===== config.mk =====
export PLATFORM = sky130hd
export DESIGN_NAME = mem_copy_dma
export DESIGN_NICKNAME = d
export VERILOG_FILES = /design/src/rtl/mem_copy_dma.sv
export SDC_FILE = /design/constraint.sdc
export NUM_CORES = 1
export LEC_CHECK = 0
export ABC_CLOCK_PERIOD_IN_PS = 2700
export CORE_AREA = 8 8 90 84
export DETAILED_ROUTE_END_ITERATION = 8
export DIE_AREA = 0 0 98 92
export GPL_TIMING_DRIVEN = 0
export PLACE_DENSITY = 0.79
export SLEW_MARGIN = 10
export SYNTH_ARGS = -nofsm -noshare
export SYNTH_HDL_FRONTEND = slang
export SYNTH_SLANG_ARGS = --single-unit
export TNS_END_PERCENT = 5

===== constraint.sdc =====
create_clock -name i_clk -period 2.7 [get_ports i_clk]
set_input_delay 0.27 -clock i_clk [delete_from_list [all_inputs] [get_ports i_clk]]
set_output_delay 0.27 -clock i_clk [all_outputs]
set_load 0.02 [all_outputs]

===== src/rtl/mem_copy_dma.sv =====
// Word-at-a-time memory-to-memory copy engine driving a single-port RAM with
// combinational read. Each word takes one read cycle followed by one write cycle.
module mem_copy_dma #(
  parameter int unsigned DATA_WIDTH = 32,
  parameter int unsigned ADDR_WIDTH = 5
) (
  input  logic                  i_clk,
  input  logic                  i_rst_n,
  input  logic                  i_start,
  input  logic [ADDR_WIDTH-1:0] i_src,
  input  logic [ADDR_WIDTH-1:0] i_dst,
  input  logic [ADDR_WIDTH:0]   i_len,
  output logic                  o_busy,
  output logic                  o_done,
  output logic [ADDR_WIDTH-1:0] o_addr,
  output logic [DATA_WIDTH-1:0] o_data,
  output logic                  o_we,
  input  logic [DATA_WIDTH-1:0] i_mem_data
);

  localparam logic [ADDR_WIDTH:0] IdxOne = 1;

  typedef enum logic [1:0] {StIdle, StRd, StWr, StDone} state_e;

  state_e                state_q, state_d;
  logic [ADDR_WIDTH-1:0] src_q, src_d;
  logic [ADDR_WIDTH-1:0] dst_q, dst_d;
  logic [ADDR_WIDTH:0]   len_q, len_d;
  logic [ADDR_WIDTH:0]   idx_q, idx_d;
  logic [DATA_WIDTH-1:0] data_q, data_d;
  logic [ADDR_WIDTH-1:0] idx_lo;

  // Index never exceeds len-1 <= 2**ADDR_WIDTH-1, so the low bits suffice;
  // the address sums wrap naturally at ADDR_WIDTH bits.
  assign idx_lo = idx_q[ADDR_WIDTH-1:0];
  assign o_data = data_q;

  always_comb begin
    state_d = state_q;
    src_d   = src_q;
    dst_d   = dst_q;
    len_d   = len_q;
    idx_d   = idx_q;
    data_d  = data_q;
    o_busy  = 1'b1;
    o_done  = 1'b0;
    o_we    = 1'b0;
    o_addr  = '0;
    case (state_q)
      StIdle: begin
        o_busy = 1'b0;
        if (i_start) begin
          src_d   = i_src;
          dst_d   = i_dst;
          len_d   = i_len;
          idx_d   = '0;
          state_d = (i_len != '0) ? StRd : StDone;
        end
      end
      StRd: begin
        o_addr  = src_q + idx_lo;
        data_d  = i_mem_data;
        state_d = StWr;
      end
      StWr: begin
        o_addr  = dst_q + idx_lo;
        o_we    = 1'b1;
        idx_d   = idx_q + IdxOne;
        state_d = (idx_q == len_q - IdxOne) ? StDone : StRd;
      end
      StDone: begin
        o_done  = 1'b1;
        state_d = StIdle;
      end
      default: state_d = StIdle;
    endcase
  end

  always_ff @(posedge i_clk or negedge i_rst_n) begin
    if (!i_rst_n) begin
      state_q <= StIdle;
      src_q   <= '0;
      dst_q   <= '0;
      len_q   <= '0;
      idx_q   <= '0;
      data_q  <= '0;
    end else begin
      state_q <= state_d;
      src_q   <= src_d;
      dst_q   <= dst_d;
      len_q   <= len_d;
      idx_q   <= idx_d;
      data_q  <= data_d;
    end
  end

endmodule


; ---- Word-level counts from Yosys, hierarchy flattened
; Index checks and enable logic that the tools add are counted.
[totals]
regBits = 56
input_bits = 51
out_inout_bits = 40
wordCells = 30
[op_classes]
addsub = 4
eq_ne = 5
mux = 10
reduce_logical = 5
[ops]
columns = cell, n
row1 = 6-bit case mux with 2 select lines, 1
row2 = 5-bit adder, 2
row3 = 5-bit case mux with 2 select lines, 1
row4 = 2-bit case mux with 4 select lines, 1
row5 = "6-bit by 1-bit adder with 6-bit output, second input constant", 1
row6 = 6-bit == test, 1
row7 = 2-bit 2-to-1 mux, 3
row8 = 6-bit 2-to-1 mux, 1
row9 = 6-bit nonzero test, 1
row10 = "6-bit by 1-bit subtractor with 6-bit output, second input constant", 1
row11 = "2-bit == test, second input constant", 2
row12 = 2-bit AND reduction, 2
row13 = 1-bit 2-to-1 mux, 3
row14 = "2-bit by 1-bit == test with 1-bit output, second input constant", 1
row15 = 2-bit zero test, 1
row16 = "2-bit != test, second input constant", 1
row17 = 2-bit nonzero test, 1

; ---- Logic depth before layout (Yosys ltp)
; Gate-level depths: netlist of the first run.
[depth]
ltp_word = 4
depth_mapped = 11
ltp_nobuf = 10

; ---- Worst setup path before layout of the first run
; Ideal clock, no wire load.
[synth_timing]
path_kind = flip-flop to output port
start = reg state_q[0]
end = out o_addr[4]
arrival_time_ps = 2459
t_required_ps = 2430
setup_slack_ps = -29
stages_incl_launch_ff = 11
n_path_buf = 2
cell_sequence = dfrtp_1 > inv_1 > ha_1 > buf_2 > buf_2 > mux2_2 > ha_1 > nor2b_1 > o21a_1 > o21ai_0 > and3b_1
[synth_between]
elab_chain_cells = 2
elab_cells_between_ends = 3
classes_between = 2 x eq/ne / 1 x mux
[synth_lines]
columns = item, line_no
row1 = from (decl), 25  ; state_e state_q, state_d;
row2 = from (signal assigned), 81  ; state_q <= StIdle;
row3 = from (signal assigned), 88  ; state_q <= state_d;
row4 = 2-bit == test / 2-bit by 1-bit == test with 1-bit output (equally long branches), 49  ; case (state_q)
row5 = 5-bit case mux with 2 select lines (*), 49
row6 = to (decl), 15  ; output logic [ADDR_WIDTH-1:0] o_addr,
; Mark *: on every way between the ends. The rest lies on a longest branch, timed or not.

; ---- Final worst setup path of the first run
[layout_timing]
start = reg state_q[1]
end = out o_addr[4]
; The elaborated chain is that of the path after synthesis.

==> results of run 1 <==
[cell usage after synthesis, types with 3 or more instances]
cell type	instances
mux2i_1	3
mux2_2	44
nor2b_1	6
nor3_1	5
mux2_1	8
a21oi_1	3
xnor2_1	8
o21ai_0	5
dfrtp_1	56
nor2_1	6
nand2_1	5
ha_1	10
inv_1	8
buf_2	6
a31oi_1	3
[flip-flops by register name (all words and copies together), names as in the netlist]
register / cells
o_data: 32
state_q: 2
dst_q: 5
idx_q: 6
src_q: 5
len_q: 6
[area by class of cell]
cell class | instances | area [µm²]
inverter | 8 | 30.0
multi-input combinational | 131 | 1240
clock buffer | 8 | 90.1
fill | 436 | 2120
buffer | 8 | 53.8
sequential | 56 | 1400
timing repair buffer | 98 | 956
tap | 72 | 90.1
[per-layer routing]
metal,share of wire,up-vias,global-route usage
li1,-,923,-
met1,0.40,948,0.153
met2,0.47,59,0.221
met3,0.13,4,0.0891
met4,0.0058,0,0.0350
met5,0,-,0
[cell families after synthesis]
logic type / Yosys count / share of synthesized area
muxes: 55 / 0.232
and+or+nand+nor: 36 / 0.0742
adders and majority gates: 11 / 0.0548
xor gates and xnor gates: 9 / 0.0298
buffers and inverters: 17 / 0.0298
DFF: 56 / 0.529
AOI/OAI and AO/OA: 20 / 0.0501
[power breakdown]
group          leakage, nW  internal (mW)  switching, mW
clock network       0.0455          0.210          0.263
logic                0.929          0.121         0.0766
registers            0.687          0.862         0.0124
total                 1.66           1.19          0.352
[final timing paths]
check                           start    endpoint  slack [ns]  cells after the start
max                        state_q[1]   o_addr[4]       -0.01                      9
max in group asynchronous     i_rst_n  state_q[1]        2.21                      1
min                           i_rst_n  o_data[16]        0.01                      1
min in group i_clk           dst_q[3]    dst_q[3]        0.50                      1
max reg2reg                state_q[0]  o_data[23]        0.91                      6
min reg2reg                  dst_q[3]    dst_q[3]        0.50                      1
[what timing repair did]
item,4_1_cts,5_1_grt
endpoints found under the setup margin,5,4
hold endpoints to repair,0,0
resized for setup,22,15
hold buffers,0,0
pin swaps,0,6
setup buffers,3,5
[worst reg2reg max path, stage by stage, from the launching register on]
cell and delay [ns]:
dfrtp_1 0.37, buf_4 0.11, buf_4 0.11, ha_1 0.15, clkbuf_1 0.25, buf_2 0.31, mux2_2 0.37
==> flow_metrics.tcl, run 1 <==
set metrics [dict create \
    outcome "finished, violations left" \
    violations "negative setup slack" \
    maxSlewViolCount 0 \
    ys_ff_latch 56 \
    drv_cap 0 \
    fin_area_um2 3860 \
    root_buffer "clkbuf_8" \
    first_iter_violations 39 \
    cts_sinks 56 \
    syn_to_final_growth_pct 45.8 \
    setup_violations 1 \
    async_reset_ff_frac 1.00 \
    clock_skew_ns 0.0111 \
    ant_nets 0 \
    cpMaxStageDelayCell "dfrtp_2" \
    antenna_found_initial 0 \
    via_per_inst 5.08 \
    rsz0062_at_grt "yes" \
    tns_ns -0.0130 \
    cts_tree "done" \
    dieArea_um2 9020 \
    die_width_um 98 \
    critPathMaxStageDelay_ns 0.46 \
    finalCritPeriodShare 1.00 \
    synth.area.top_cells "dfrtp_1 (53%), mux2_2 (19%), ha_1 (4.7%)" \
    io_buffers 90 \
    place_congestion 0.804 \
    synth_top_area_frac 0.529 \
    stdcell_count 381 \
    synth_flop_cell "dfrtp_1" \
    worstMarginPinSlew_ns 0.692 \
    synth_top_area_cell "dfrtp_1" \
    crit_family "simple AND/OR/NAND/NOR gates" \
    crit_type "reg -> out" \
    post_drt_wl_per_cell_um 16.3 \
    hold_viol_final 0 \
    relSlewSlack 0.539 \
    cts_max_path_buffers 2 \
    grtUsageTotal 0.139 \
    final_util 0.646 \
    synth_cells 204 \
    h-tree-depth 2 \
    max_freq_mhz 369 \
    dr_total_vias 1934 \
    final_common_cell "clkdlybuf4s50_1" \
    clk_pin_slew_worst_paths_ns 0.10 \
    routed_wl_mm 6.20 \
    fin_crit_ns 2.71 \
    overflow 0 \
    drive_above_1_share 0.262 \
    core_area_um2 5980 \
    crit_arrival_ns 2.44 \
    die_y_um 92 \
    synth_cell_types 38 \
    cp_max_fo 4 \
    syn_area_per_cell_um2 13.0 \
    drt_first_pass_iters 4 \
    cp-start-kind "flop" \
    whs_ns 0.0130 \
    post-place-cells 366 \
    start_util 0.443 \
    antenna_cells 0 \
    grt_pass1_vias 2063 \
    p_per_area_nw_per_um2 400 \
    cellLeakagePower_nw 1.66 \
    grt_max_degree 57 \
    fin_ws_ns -0.0130 \
    cpMostUsedCell "ha_4" \
    synth_area_um2 2650 \
    path_cells "ha_4 > buf_8 > mux2_4 > ha_4 > nor2b_2 > o21a_1 > nor3_1 > and3b_1 > buf_6" \
    nNetsFinal 370 \
    pre_cts_slack_ns -0.641 \
    synth_edf_count 0 \
    worst_hold_path_type "in -> async" \
    final_cell_mix "clkdlybuf4s50_1 (85), dfrtp_1 (55), mux2_2 (41)" \
    grt_pass1_wl_mm 10.2 \
    path_buf_inv 2 \
    dp_hpwl_mm 4.78 \
    row_count 27 \
    route.detailed.drc 0 \
    total_power_mw 1.55 \
    peakVddDrop_uv 319 \
    crit_required_ns 2.43 \
    dpl_cell_area_um2 3640 \
    ios 91 \
    end_kind "primary output" \
    cts-buffers-inserted 5 \
    ys_warn_count 0 \
    ys_seq_area_frac 0.529 \
    insertion_delay_ns 0.30 \
    syn-num-nets 266 \
]
(Power assumes the default switching activity.)
==> run 2: changes to the inputs <==
- ABC_CLOCK_PERIOD_IN_PS: 2700 -> 2550
- CTS_BUF_LIST: default -> sky130_fd_sc_hd__clkbuf_16
- clock period: 2.7 -> 2.55 ns (I/O delays scaled with it)
==> run 2 against run 1 <==
The flow still finishes with violations (negative setup slack). Core utilization up 2.1 points. Design area grew 3.3%. Critical endpoint unchanged. Critical path type unchanged. Via count is 2.6% higher. Register-to-register slack worse by 0.32 ns. Clock skew down 0.0075 ns. Non-clock buffer count up 4.
==> flow_metrics.tcl, run 2 (synthesis results as in run 1) <==
set metrics [dict create \
    grtUsageTotal 0.150 \
    cts_tree "done" \
    end_kind "primary output" \
    dp_hpwl_mm 4.89 \
    cts_hold_buf 0 \
    crit_type "reg -> out" \
    clock_skew_ns 0.00355 \
    multi_input_area_um2 1270 \
    dieArea_um2 9020 \
    p_sw_uw 390 \
    max_freq_mhz 374 \
    grt_pass1_vias 2174 \
    p_per_area_nw_per_um2 474 \
    drv_cap 0 \
    fin_area_um2 3990 \
    first_iter_violations 61 \
    clkPwrFrac 0.398 \
    final_common_cell "clkdlybuf4s50_1" \
    row_count 27 \
    die_width_um 98 \
    io_buffers 90 \
    drive_above_1_share 0.284 \
    worstMarginPinSlew_ns 0.703 \
    nNetsFinal 374 \
    ant_nets 0 \
    via_per_inst 5.16 \
    stdcell_count 385 \
    whs_ns 0.0117 \
    total_power_mw 1.89 \
    cp-start-kind "flop" \
    met3_length_um 779 \
    peakVddDrop_uv 347 \
    h-tree-depth 2 \
    antenna_found_initial 0 \
    cts-buffers-inserted 5 \
    met1Wirelength_mm 2.53 \
    highest_layer "met4" \
    violations "negative setup slack" \
    grt_max_degree 57 \
    worst_hold_path_type "in -> async" \
    final_cell_mix "clkdlybuf4s50_1 (85), dfrtp_1 (56), mux2_2 (41)" \
    cpMaxStageDelayCell "dfrtp_1" \
    cp_max_fo 5 \
    place_congestion 0.751 \
    combinationalPowerShare 0.111 \
    tns_ns -0.131 \
    dr_wl_met2_mm 3.44 \
    crit_family "adder cells" \
    grt_pass1_wl_mm 10.8 \
    hold_viol_final 0 \
    cellLeakagePower_nw 1.73 \
    outcome "finished, violations left" \
    overflow 0 \
    path_cells "inv_2 > ha_4 > mux2_4 > ha_4 > inv_2 > fa_2 > nor2b_4 > o21a_1 > nor3_2 > and3b_2 > buf_6" \
    syn_to_final_growth_pct 50.5 \
    relSlewSlack 0.531 \
    maxSlewViolCount 0 \
    clk_pin_slew_worst_paths_ns 0.07 \
    post-place-cells 366 \
    p_sw_frac 0.206 \
    route.detailed.drc 0 \
    setup_violations 2 \
    dr_total_vias 1985 \
    power.internal_mw 1.50 \
    fill_cells 425 \
    root_buffer "clkbuf_16" \
    finalCritPeriodShare 1.05 \
    path_buf_inv 3 \
    critPathMaxStageDelay_ns 0.40 \
    ff_latch_area_um2 1400 \
    pre_cts_slack_ns -0.665 \
    crit_arrival_ns 2.42 \
    ios 91 \
    antenna_cells 0 \
    die_y_um 92 \
    fin_crit_ns 2.68 \
    rsz0062_at_grt "yes" \
    insertion_delay_ns 0.28 \
    largest_reg_flops 32 \
    start_util 0.443 \
    cts_sinks 56 \
    routed_wl_mm 6.80 \
    drt_first_pass_iters 4 \
    fin_ws_ns -0.126 \
    p_seq_frac 0.490 \
    post_drt_wl_per_cell_um 17.7 \
    core_area_um2 5980 \
    dpl_cell_area_um2 3650 \
    final_util 0.667 \
    cts_max_path_buffers 2 \
    crit_required_ns 2.30 \
]
[run 2: power groups by stage]
stage	clock network, mW	registers (mW)	logic [mW]
finish	0.752	0.927	0.210
global route	0.814	0.929	0.225
CTS	0.773	0.927	0.214
detailed placement	0	0.944	0.212
global placement	0	0.942	0.210
floorplan	0	0.976	0.0239
[run 2: layout make-up]
type,count,share of cell area
plain buffers,8,0.0126
clock buffers,5,0.0314
clock inverters,3,0.00973
inverters,8,0.00753
multi-input cells,131,0.318
flip-flops and latches,56,0.351
well taps,72,0.0226
repair buffers,102,0.247
[run 2: timing repair]
| action | in CTS | in global routing |
|---|---|---|
| endpoints found under the setup margin | 5 | 5 |
| resized for setup | 30 | 8 |
| buffers inserted | 8 | 4 |
| pin swaps | 3 | 5 |
[run 2: layer usage]
metal / vias to the layer above / GRT usage
met4: 0 / 0.0402
li1: 927 / -
met3: 4 / 0.0876
met2: 72 / 0.252
met1: 982 / 0.158
met5: - / 0
[run 2: worst reg2reg max path, cell delays in order, from the launching register on]
cell	delay, ns
dfrtp_1	0.42
buf_4	0.17
inv_1	0.08
ha_1	0.17
buf_4	0.17
mux2i_1	0.49
nor3_1	0.15
xnor2_1	0.16
nor2_1	0.06
[run 2: worst paths after layout]
check / cells past startpoint / startpoint / slack [ns] / end
max in group asynchronous: 1 / i_rst_n / 2.07 / o_data[4]
hold / removal: 1 / i_rst_n / 0.01 / o_data[18]
min in group i_clk: 1 / dst_q[3] / 0.50 / dst_q[3]
setup reg to reg: 8 / state_q[1] / 0.59 / idx_q[5]
setup / recovery: 11 / state_q[0] / -0.13 / o_addr[4]
hold reg to reg: 1 / dst_q[3] / 0.50 / dst_q[3]
